`src/rtl/embcpu4k_pio_gen.sv`:
```
// embcpu4k_pio_gen: Avalon-MM GPIO port with direction control, synchronised
// inputs, atomic set/clear of the output register, edge capture and a maskable
// interrupt. Zero-wait-state slave; readdata and irq are decoded combinationally
// from registered state.
module embcpu4k_pio_gen #(
    parameter int unsigned     WIDTH     = 8,
    parameter logic [WIDTH-1:0] DIR_RESET = '0,
    parameter logic [WIDTH-1:0] OUT_RESET = '0,
    parameter int unsigned     EDGE_TYPE = 0,
    parameter int unsigned     IRQ_TYPE  = 1
) (
    input  logic             clk,
    input  logic             reset_n,
    input  logic [2:0]       address,
    input  logic             chipselect,
    input  logic             write_n,
    input  logic [31:0]      writedata,
    output logic [31:0]      readdata,
    input  logic [WIDTH-1:0] in_port,
    output logic [WIDTH-1:0] out_port,
    output logic [WIDTH-1:0] oe_port,
    output logic             irq
);

    localparam logic [2:0] ADDR_DATA = 3'd0;
    localparam logic [2:0] ADDR_DIR  = 3'd1;
    localparam logic [2:0] ADDR_MASK = 3'd2;
    localparam logic [2:0] ADDR_EDGE = 3'd3;
    localparam logic [2:0] ADDR_SET  = 3'd4;
    localparam logic [2:0] ADDR_CLR  = 3'd5;

    logic [WIDTH-1:0] data_out;
    logic [WIDTH-1:0] direction;
    logic [WIDTH-1:0] irq_mask;
    logic [WIDTH-1:0] edge_cap;
    logic [WIDTH-1:0] sync1;
    logic [WIDTH-1:0] in_sync;
    logic [WIDTH-1:0] in_prev;
    logic [WIDTH-1:0] edge_det;
    logic [WIDTH-1:0] edge_clr;
    logic [WIDTH-1:0] wd;
    logic [WIDTH-1:0] rd;
    logic             wr_en;
    logic             unused_wd;

    assign wr_en     = chipselect & ~write_n;
    assign wd        = writedata[WIDTH-1:0];
    // Upper write-data bits are architecturally ignored when WIDTH < 32.
    assign unused_wd = ^writedata;

    // Two-flop synchroniser plus a delayed copy for edge detection.
    always_ff @(posedge clk or negedge reset_n) begin
        if (!reset_n) begin
            sync1   <= '0;
            in_sync <= '0;
            in_prev <= '0;
        end else begin
            sync1   <= in_port;
            in_sync <= sync1;
            in_prev <= in_sync;
        end
    end

    // Per-bit edge detect selected by EDGE_TYPE.
    always_comb begin
        edge_det = '0;
        case (EDGE_TYPE)
            0:       edge_det = in_sync & ~in_prev;
            1:       edge_det = ~in_sync & in_prev;
            default: edge_det = in_sync ^ in_prev;
        endcase
    end

    // Output data register with plain, set and clear write ports.
    always_ff @(posedge clk or negedge reset_n) begin
        if (!reset_n) begin
            data_out <= OUT_RESET;
        end else if (wr_en) begin
            case (address)
                ADDR_DATA: data_out <= wd;
                ADDR_SET:  data_out <= data_out | wd;
                ADDR_CLR:  data_out <= data_out & ~wd;
                default:   data_out <= data_out;
            endcase
        end
    end

    // Direction and interrupt-mask registers.
    always_ff @(posedge clk or negedge reset_n) begin
        if (!reset_n) begin
            direction <= DIR_RESET;
            irq_mask  <= '0;
        end else if (wr_en) begin
            if (address == ADDR_DIR) begin
                direction <= wd;
            end
            if (address == ADDR_MASK) begin
                irq_mask <= wd;
            end
        end
    end

    // Write-one-to-clear mask for the edge capture register.
    always_comb begin
        edge_clr = '0;
        if (wr_en && (address == ADDR_EDGE)) begin
            edge_clr = wd;
        end
    end

    // Edge capture: a fresh edge beats a simultaneous clear of the same bit.
    always_ff @(posedge clk or negedge reset_n) begin
        if (!reset_n) begin
            edge_cap <= '0;
        end else begin
            edge_cap <= (edge_cap & ~edge_clr) | edge_det;
        end
    end

    // Read mux; set/clear and reserved addresses read as zero.
    always_comb begin
        rd = '0;
        case (address)
            ADDR_DATA: rd = (direction & data_out) | (~direction & in_sync);
            ADDR_DIR:  rd = direction;
            ADDR_MASK: rd = irq_mask;
            ADDR_EDGE: rd = edge_cap;
            default:   rd = '0;
        endcase
    end

    assign readdata = 32'(rd);
    assign out_port = data_out;
    assign oe_port  = direction;

    // Interrupt: captured edges (edge mode) or live input level (level mode).
    always_comb begin
        irq = 1'b0;
        if (IRQ_TYPE == 1) begin
            irq = |(edge_cap & irq_mask);
        end else begin
            irq = |(in_sync & ~direction & irq_mask);
        end
    end

endmodule

```
`config.mk`:
```
export PLATFORM = sky130hd
export DESIGN_NAME = embcpu4k_pio_gen
export DESIGN_NICKNAME = d
export VERILOG_FILES = /design/src/rtl/embcpu4k_pio_gen.sv
export SDC_FILE = /design/constraint.sdc
export NUM_CORES = 1
export LEC_CHECK = 0
export ABC_AREA = 1
export BUFFER_PORTS_ARGS = -buffer_cell sky130_fd_sc_hd__clkbuf_2
export CORE_ASPECT_RATIO = 2
export CORE_MARGIN = 10
export CORE_UTILIZATION = 35
export CTS_CLUSTER_DIAMETER = 50
export DETAILED_ROUTE_END_ITERATION = 8
export GPL_ROUTABILITY_DRIVEN = 0
export PLACE_DENSITY = 0.63
export SYNTH_ARGS = -nofsm -noshare
export SYNTH_HDL_FRONTEND = slang
export SYNTH_SLANG_ARGS = --single-unit
```
`constraint.sdc`:
```
create_clock -name clk -period 2.9 [get_ports clk]
set_clock_uncertainty 0.2 [all_clocks]
set_input_delay 0.145 -clock clk [delete_from_list [all_inputs] [get_ports clk]]
set_output_delay 0.145 -clock clk [all_outputs]
set_load 0.05 [all_outputs]
```
==> results.tsv <==
stage	metric	value	unit
status	outcome	complete, no violations	
synthesis	syn_area_per_cell	8.89	sq um
finish	layout net count	413	
sta	Slew @ Worst Pin	0.784	ns
floorplan	cell row count	44	
synthesis	#FFs+latches synth	56	
global_route	total grt overflow	0	
cts	CTS Buffer Depth	2	
critical_path	CP Data Arrival Time	1.54	ns
drt	ANT nets after route	0	
synthesis	top cell type's share of synthesized area	52.7	%
critical_path	Worst Path Class, Setup	in2out	
drt	First-pass DRT Iterations	4	
synthesis	Syn. warnings	0	
floorplan	Die X	81.6	microns
global_route	initial antenna violation count	0	
sta	WHS	0.00720	ns
finish	share of cells above drive strength 1	22.6	%
floorplan	DIE HEIGHT	143	microns
synthesis	Async SR Flop Fraction	100	%
global_route	largest net degree at the start of global routing	32	
drt	vias per cell	4.64	
cts	Num Clock Sinks	56	
sta	Hold Vio Cnt, Final	0	
sta	part of the cycle the worst path needs	65.1	%
floorplan	Initial Utilization	36.3	%
synthesis	post-synthesis sequential area ratio	52.7	%
drt	overall routed net length	6720	microns
placement	Port Buf Inserts	47	
sta	max-slew violation count	0	
critical_path	critical path launch point type	primary input	
floorplan	CORE AREA	7320	sq um
critical_path	CP Buf/Inv Count	4	
drt	Remaining DRCs	0	
pwr	Internal	1420	uW
drt	DRT iter0 DRCs	115	
sta	Max-Slew Margin vs Limit	47.7	%
synthesis	Post-synth EDFFs	0	
finish	most frequent cells in the layout	nand2_1, dfrtp_1, clkbuf_2	
sta	min Tclk post-route	1.89	ns
drt	vias	2128	
sta	# setup viols final	0	
critical_path	Max stage delay cell, worst path	inv_1	
cts	Clk Latency, worst-skew pair	0.29	ns
floorplan	die area	11700	sq um
placement	placed cell count	435	
cts	CTS tree	done	
synthesis	Syn Inst Count	299	
critical_path	Worst EP required	2.56	ns
sta	Max Freq	0.529	GHz
synthesis	ys flop type	dfrtp_1	
placement	hpwl dp	5060	microns
floorplan	# IOs	96	
pwr	Pwr Density	695	nW/um^2
critical_path	CP cell instances	clkbuf_2, inv_1, nand3_2, inv_1, nand2_1, nand4_1, clkbuf_2	
synthesis	Yosys cell types	20	
global_route	vias in the first global route	2220	
cts	clock slew at reported path FFs	0.07	ns
flow_run	Max Cap Viol	0	
synthesis	top cells by area, synth	dfrtp_1, nand2_1, buf_4	
global_route	Total Routing Usage GR	11.9	%
critical_path	CP endpoint kind	output pin	
critical_path	Top delay family on crit path	buffers and inverters	
pwr	Leak	0.00169	uW
sta	setup TNS	0	ns
hold_path	Hold Crit Class	in2reg	
pwr	combinational share of power	27.6	%
sta	RSZ-0062 raised after global routing	false	
global_route	first-pass GRT wire length	10800	microns
cts	cts bufs inserted	5	
pwr	Net Sw Frac	36.2	%
critical_path	maximum fanout along the worst path	9	
cts	htree depth	2	
drt	Avg WL per Cell	14.6	microns
finish	Area Growth Syn to Fin	20.7	%
critical_path	CP peak stage delay	0.35	ns
pwr	Sw Pwr	807	uW
pwr	peak supply drop	0.317	mV
synthesis	synthesized cell area	2660	sq um
finish	commonest non-fill, non-tap cell in the layout	nand2_1	
pwr	Reg power frac	42.4	%
finish	Final Non-Filler Cells	459	
synthesis	cell taking the most area after synthesis	dfrtp_1	
pwr	clock share of power	30.0	%
cts	CTS root buffer	clkbuf_16	
finish	ANT cells	0	
[path summary, 6_finish.rpt]
kind,from,endpoint,slack (ns),depth (start not counted)
max reg2reg,out_port[4],out_port[4],2.00,4
max in group asynchronous,reset_n,in_sync[7],1.54,3
min,writedata[4],out_port[4],0.007,5
min in group asynchronous,reset_n,in_sync[6],0.27,2
max,address[2],readdata[2],1.01,7
min reg2reg,sync1[6],in_sync[6],0.15,0
[synthesized netlist by cell type, types with 4 or more instances]
master / n
buf_4: 25
buf_6: 4
dfrtp_1: 56
inv_1: 35
nand2_1: 98
nand3_1: 8
nand4_1: 13
nor2_1: 7
nor3_1: 9
o21ai_0: 8
o21ai_2: 17
o22ai_1: 8
[stage by stage]
stage / setup slack (ns) / cell area (sq um) / total power (uW) / util [%]
2_1_floorplan: 1.19 / 2750 / 1440 / -
3_3_place_gp: 1.03 / 2890 / 1560 / 39.4
3_5_place_dp: 1.03 / 2890 / 1570 / 39.4
4_1_cts: 1.01 / 3210 / 2260 / 43.8
5_1_grt: 0.880 / 3210 / 2340 / 43.8
6_report: 1.01 / 3210 / 2230 / 43.8
[worst min-delay path: cells and delay by family]
kind	cells	cell delay, ns
AND/OR/NAND/NOR	3	0.17
buffers and inverters	2	0.14
[cell type report]
cell class	count	area (sq um)
Tap cell	92	115
Inverter	37	139
Clock inverter	2	35.0
Sequential cell	56	1400
Clock buffer	6	129
Timing Repair Buffer	66	418
Multi-Input combinational cell	200	972
Fill cell	717	4110
[registers in the layout, indices dropped and copies added (netlist names)]
register	flops
edge_cap	8
in_prev	8
in_sync	8
irq_mask	8
oe_port	8
out_port	8
sync1	8
[power groups by stage]
stage               logic, uW  registers [uW]  clock network [uW]
finish                    615             947                 669
global route              665             961                 709
global placement          600             958                   0
floorplan                 330            1110                   0
CTS                       623             948                 687
detailed placement        604             962                   0
[kinds of logic (layout without fill, tap and decap cells)]
family | Yosys count | after routing | share of synthesized area [%]
compound gates | 34 | 34 | 9.18
flops | 56 | 56 | 52.7
simple gates | 142 | 142 | 24.0
other cells | 1 | 24 | 0.141
buf+inv | 66 | 111 | 14.0
[routing by layer]
metal	wire, microns	part of all wire, %	global-route usage, %
met1	2470	37	12.4
met2	3590	53	21.5
met3	488	7.3	3.02
met4	173	2.6	4.95
met5	0	0	0
[what timing repair did]
item | 4_1_cts | 5_1_grt
endpoints found under the hold margin | 48 | 0
resized for setup | 0 | 0
hold buffers | 16 | 0
buffers inserted | 0 | 0
Note: power is estimated with default switching activity, not from simulation.
